### config.mk
export PLATFORM = sky130hd
export DESIGN_NAME = mem_stage
export DESIGN_NICKNAME = d
export VERILOG_FILES = /design/src/rtl/mem_stage.sv
export SDC_FILE = /design/constraint.sdc
export NUM_CORES = 1
export LEC_CHECK = 0
export ABC_AREA = 1
export CAP_MARGIN = 20
export CORE_MARGIN = 4
export CORE_UTILIZATION = 46
export CTS_BUF_LIST = sky130_fd_sc_hd__clkbuf_8
export DETAILED_ROUTE_END_ITERATION = 7
export PLACE_DENSITY = 0.82
export SLEW_MARGIN = 0
export SYNTH_ARGS = -nofsm -noshare
export SYNTH_HDL_FRONTEND = slang
export SYNTH_SLANG_ARGS = --single-unit
### constraint.sdc
create_clock -name clk -period 2.2 [get_ports clk]
set_clock_uncertainty 0.15 [all_clocks]
set_input_delay 0.44 -clock clk [delete_from_list [all_inputs] [get_ports clk]]
set_output_delay 0.44 -clock clk [all_outputs]
set_load 0.01 [all_outputs]
### src/rtl/mem_stage.sv
// Pipeline MEM stage: a two-state IDLE/WAIT handshake with data memory, feeding registered MEM/WB outputs.
// Optional macro MEM_TIMEOUT_EN adds a 255-cycle WAIT timeout; without it WAIT lasts until dmem_ack.
module mem_stage (
    input  logic        clk,
    input  logic        rst,
    input  logic        valid_in,
    input  logic [4:0]  control_in,
    input  logic [31:0] pc_4_in,
    input  logic [31:0] alu_result,
    input  logic [31:0] store_data,
    input  logic [4:0]  regdst_in,
    output logic        stall,
    output logic        dmem_req,
    output logic        dmem_we,
    output logic [31:0] dmem_addr,
    output logic [31:0] dmem_wdata,
    input  logic [31:0] dmem_rdata,
    input  logic        dmem_ack,
    output logic        valid_out,
    output logic [2:0]  control_out,
    output logic [31:0] pc_4,
    output logic [31:0] data_mem,
    output logic [31:0] data_alu,
    output logic [4:0]  regdst_out,
    output logic        dmem_timeout,
    output logic        err_illegal
);

    localparam logic [0:0] IDLE = 1'b0;
    localparam logic [0:0] WAIT = 1'b1;

    logic [0:0]  state;
    logic [2:0]  lat_ctrl;
    logic [31:0] lat_pc4;
    logic [4:0]  lat_regdst;
    logic        mem_read;
    logic        mem_write;
    logic        mem_op;
    logic        timeout_fire;

    assign mem_read  = control_in[4];
    assign mem_write = control_in[3];
    assign mem_op    = mem_read ^ mem_write;

`ifdef MEM_TIMEOUT_EN
    logic [7:0] wait_cnt;

    // Counts completed WAIT cycles; 254 here means the 255th cycle is in progress.
    always_ff @(posedge clk) begin
        if (rst) begin
            wait_cnt <= 8'd0;
        end else if (state == IDLE) begin
            wait_cnt <= 8'd0;
        end else begin
            wait_cnt <= wait_cnt + 8'd1;
        end
    end

    assign timeout_fire = (state == WAIT) && (wait_cnt == 8'd254) && !dmem_ack;
`else
    assign timeout_fire = 1'b0;
`endif

    assign dmem_req = (state == WAIT);
    assign stall    = (state == IDLE) ? (valid_in && mem_op)
                                      : !(dmem_ack || timeout_fire);

    // The memory-side address/data/we registers double as the latched operation.
    always_ff @(posedge clk) begin
        if (rst) begin
            state        <= IDLE;
            lat_ctrl     <= 3'b000;
            lat_pc4      <= 32'd0;
            lat_regdst   <= 5'd0;
            dmem_we      <= 1'b0;
            dmem_addr    <= 32'd0;
            dmem_wdata   <= 32'd0;
            valid_out    <= 1'b0;
            control_out  <= 3'b000;
            pc_4         <= 32'd0;
            data_mem     <= 32'd0;
            data_alu     <= 32'd0;
            regdst_out   <= 5'd0;
            dmem_timeout <= 1'b0;
            err_illegal  <= 1'b0;
        end else begin
            valid_out    <= 1'b0;
            control_out  <= 3'b000;
            dmem_timeout <= 1'b0;
            err_illegal  <= 1'b0;
            case (state)
                IDLE: begin
                    if (valid_in) begin
                        if (mem_op) begin
                            dmem_addr  <= alu_result;
                            dmem_wdata <= store_data;
                            dmem_we    <= mem_write;
                            lat_ctrl   <= control_in[2:0];
                            lat_pc4    <= pc_4_in;
                            lat_regdst <= regdst_in;
                            state      <= WAIT;
                        end else if (mem_read && mem_write) begin
                            err_illegal <= 1'b1;
                        end else begin
                            valid_out   <= 1'b1;
                            control_out <= control_in[2:0];
                            pc_4        <= pc_4_in;
                            data_alu    <= alu_result;
                            regdst_out  <= regdst_in;
                        end
                    end
                end
                WAIT: begin
                    if (dmem_ack) begin
                        valid_out   <= 1'b1;
                        control_out <= lat_ctrl;
                        pc_4        <= lat_pc4;
                        data_alu    <= dmem_addr;
                        regdst_out  <= lat_regdst;
                        if (!dmem_we) begin
                            data_mem <= dmem_rdata;
                        end
                        state <= IDLE;
                    end else if (timeout_fire) begin
                        dmem_timeout <= 1'b1;
                        state        <= IDLE;
                    end
                end
                default: state <= IDLE;
            endcase
        end
    end

endmodule
# [Yosys cells after proc, flatten, opt, wreduce, memory -nomap -nowiden]
# Index checks and enable logic that the tools add are counted.
[totals] reg_bits=212 inputBits=142
[op_classes] bitwise_logic=4 n_eq_ne=4 mux=31 reduce_logical=7
[ops] op="$mux 32" count=8
[ops] op="$pmux 32 s2" count=2
[ops] op="$mux 5" count=4
[ops] op="$mux 3" count=4
[ops] op="$pmux 5 s2" count=1
[ops] op="$mux 1" count=9
[ops] op="$ne 2x2->1 const B" count=4
[ops] op="$pmux 3 s2" count=1
[ops] op="$reduce_and 3->1" count=2
[ops] op="$pmux 1 s2" count=2
[ops] op="$reduce_and 4->1" count=1
[ops] op="$reduce_or 4->1" count=1
[ops] op="$not 1->1" count=3
[ops] op="$logic_and 1x1->1" count=2
[ops] op="$logic_not 1->1" count=1
[ops] op="$xor 1x1->1" count=1

# [Logic depth before layout (Yosys ltp)]
[depth] depth_word=5 ltp_mapped=9

# [Least setup slack after synthesis]
# Ideal clock, no wire load.
[synth_path] path_kind="input to output" from="input control_in[3]" to="output stall" slack_ns=0.098 arrival_ns=1.512 path_stages=8 n_path_buf=2 cell_sequence="inv_1 -> ha_1 -> nand2_1 -> nor2_4 -> inv_2 -> buf_2 -> buf_2 -> nand2_1"
[synth_between] elab_chain_len=3
[synth_rtl] element="start: declaration" line="7" rtl="input logic [4:0] control_in,"
[synth_rtl] element="$xor 1x1->1" line="43" rtl="assign mem_op = mem_read ^ mem_write;"
[synth_rtl] element="$logic_and 1x1->1" line="65" rtl="assign stall = (state == IDLE) ? (valid_in && mem_op)"
[synth_rtl] element="$mux 1" line="65"
[synth_rtl] element="end: declaration" line="12" rtl="output logic stall,"
# Every way passes these cells.

# [Worst setup path in the final report]
[layout_path] from="register data_alu[14]" to="output data_alu[14]"
[layout_lines] element="start: declaration" line="23" rtl="output logic [31:0] data_alu,"
[layout_lines] element="start signal: assignment" line="108" rtl="data_alu <= alu_result;"
[layout_lines] element="start signal: assignment" line="118" rtl="data_alu <= dmem_addr;"
# No word-level cell between the ends.

==> flow_summary.yaml <==
power_and_ir_drop:
  leakage_uw: 0.005972
  ir_worst_vdd_mv: 0.6669
  p_per_area_nw_per_um2: 766.1
clock_tree:
  cts-buffers-inserted: 36
  clk_pin_slew_ns: 0.06
  cts_sinks: 212
  clk_path_buf_depth: 3
  cts_tree: "yes"
  htree_levels: 2
  cts_hold_buf: 0
  post_cts_resized: 11
  clk_latency_ns: 0.50
  cts_setup_buffers: 0
  cts_root_buffer: "clkbuf_8"
route:
  drt_drc_violations_left: 0
  drt-pass1-iter-count: 5
  dr_total_vias: 9044
  ant_nets: 0
  drt_iter0_drc: 519
  wl_mm: 28.10
  via_per_inst: 4.886
  routedWlPerCell_um: 15.18
yosys:
  syn_area_um2: 8707
  synth_top_cell_by_area: "dfxtp_1"
  ys_seq_elements: 212
  ys_seq_area_share_pct: 48.74
  postSynthAreaPerCell_um2: 6.698
  yosys_warnings: 0
  syn-instance-count: 1300
  synth_cell_types: 22
  synth_area_leaders: "dfxtp_1 (49%), nor2_1 (18%), nand2_1 (12%)"
  yosysTopAreaCellShare_pct: 48.74
  postSynthNetCount: 1444
sta:
  setup_violations: 0
  period_share_pct: 94.73
  hold_violations: 0
  slew_viol_final: 0
  achievable-frequency_mhz: 479.8
  slew_headroom_pct: 62.12
  rsz0062_at_grt: "false"
  worst_slew_pin_slew_ns: 0.5682
  finalCriticalPeriod_ns: 2.084
  setup_ws_ns: 0.1159
grt:
  antenna_found_initial: 3
  grt_pass1_vias: 8896
  grt_overflow: 0
  grt_max_degree: 85
  grt_pass1_wl_mm: 45.26
  track_usage_pct: 25.75
final_layout:
  layout_common_cells: "nor2_1 (413), clkdlybuf4s50_1 (311), nand2_1 (283)"
  syn2layout_area_growth_pct: 47.13
  layout.cells.non_filler: 1851
  stdcell_area_um2: 12810
  final_nets: 1741
  layout_commonest_cell: "nor2_1"
  drive_above_1_share_pct: 5.824
worst_setup_path:
  crit_required_ns: 1.61
  critPathSlowestCell: "clkdlybuf4s50_1"
  critical-path-top-delay-family: "buffers and inverters"
  startpoint_type: "flip-flop"
  worstPathArrival_ns: 1.49
  path_max_fanout: 2
  critical_path_class: "flip-flop to primary output"
  crit_path_end_kind: "primary output"
  path_cells: "clkdlybuf4s50_1"
  path_buf_inv: 1
  max_stage_delay_ns: 0.66
place:
  numPortBuffers: 314
  pre_cts_slack_ns: -0.5525
  dpl-instance-area_um2: 12120
  place_inst: 1793
  place.gp.congestion: 0.7816
  dp_hpwl_mm: 18.53
job:
  maxCapViolations: 0
hold_path:
  min_path_type: "primary input to flip-flop"
floorplanning:
  core_um2: 18640
  die_x_um: 145.6
  rows: 50
  die_y_um: 145.6
  initial_core_util_pct: 46.70
  dieArea_um2: 21190
  ioPinCount: 316
status:
  status: "completed"
## per-layer routing
layer	global-route usage, %	vias to the layer above	part of all wire (%)
met5	0	-	0
met4	9.592	0	3.1
met3	8.969	59	8.6
met2	43.58	322	48
met1	30.25	4082	41
li1	-	4581	-
## flip-flops by register name, summed over array words and instances, names as in the netlist
| signal | count |
|---|---|
| err_illegal | 1 |
| lat_regdst | 5 |
| dmem_req | 1 |
| dmem_addr | 32 |
| dmem_we | 1 |
| regdst_out | 5 |
| data_mem | 32 |
| lat_ctrl | 3 |
| data_alu | 32 |
| valid_out | 1 |
| dmem_wdata | 32 |
| pc_4 | 32 |
| control_out | 3 |
| lat_pc4 | 32 |
## power breakdown
part / leakage [uW] / internal [uW] / switching (uW) / total (uW)
logic: 0.00385 / 1030 / 1050 / 2080
clock network: 0.000380 / 1860 / 1510 / 3370
registers: 0.00174 / 4180 / 180 / 4360
total: 0.00597 / 7080 / 2740 / 9810
## final cells by class
class,count,area (um^2)
flip-flops and latches,212,4245
repair buffers,346,3507
clock buffers,43,591.8
fillers,1564,5832
inverters,77,292.8
multi-input cells,924,3801
clock inverters,12,72.57
diodes,3,7.507
well taps,234,292.8
## through the flow
| step | TNS [ns] | hold WS (ns) | power, uW | utilization, % |
|---|---|---|---|---|
| 2_1_floorplan | 0 | 0.2846 | 5380 | - |
| 3_3_place_gp | -52.37 | 0.3072 | 6480 | 65.03 |
| 3_5_place_dp | -52.19 | 0.3060 | 6516 | 65.03 |
| 4_1_cts | 0 | 0.2798 | 9903 | 68.68 |
| 5_1_grt | 0 | 0.2984 | 10310 | 68.72 |
| 6_report | 0 | 0.3062 | 9814 | 68.72 |
## worst paths after layout
kind                                    start              to  slack (ns)  cells after the start
worst max-delay path             data_alu[14]    data_alu[14]        0.12                      1
worst max register to register       dmem_req     data_mem[5]        0.34                      7
worst min-delay path            control_in[3]         dmem_we        0.31                      4
worst min register to register    lat_ctrl[2]  control_out[2]        0.32                      2
## kinds of logic (layout without fill, tap and decap cells)
| kind of cell | count (synthesis) | in the layout | synth area share (%) |
|---|---|---|---|
| fa+ha+maj | 2 | 2 | 0.2874 |
| other cells | 1 | 4 | 0.04307 |
| flops | 212 | 212 | 48.74 |
| simple gates | 778 | 778 | 34.90 |
| buf+inv | 164 | 478 | 7.803 |
| compound gates | 143 | 143 | 8.219 |
## cells in the mapped netlist, drive strengths merged
cell / number
conb: 1
a21oi: 5
o21ai: 138
nand3: 72
dfxtp: 212
nor3: 1
clkinv: 1
clkbuf: 52
ha: 2
or2: 1
buf: 35
nor2: 416
nand2: 288
inv: 76
No activity file was read; power rests on OpenSTA's default activity.
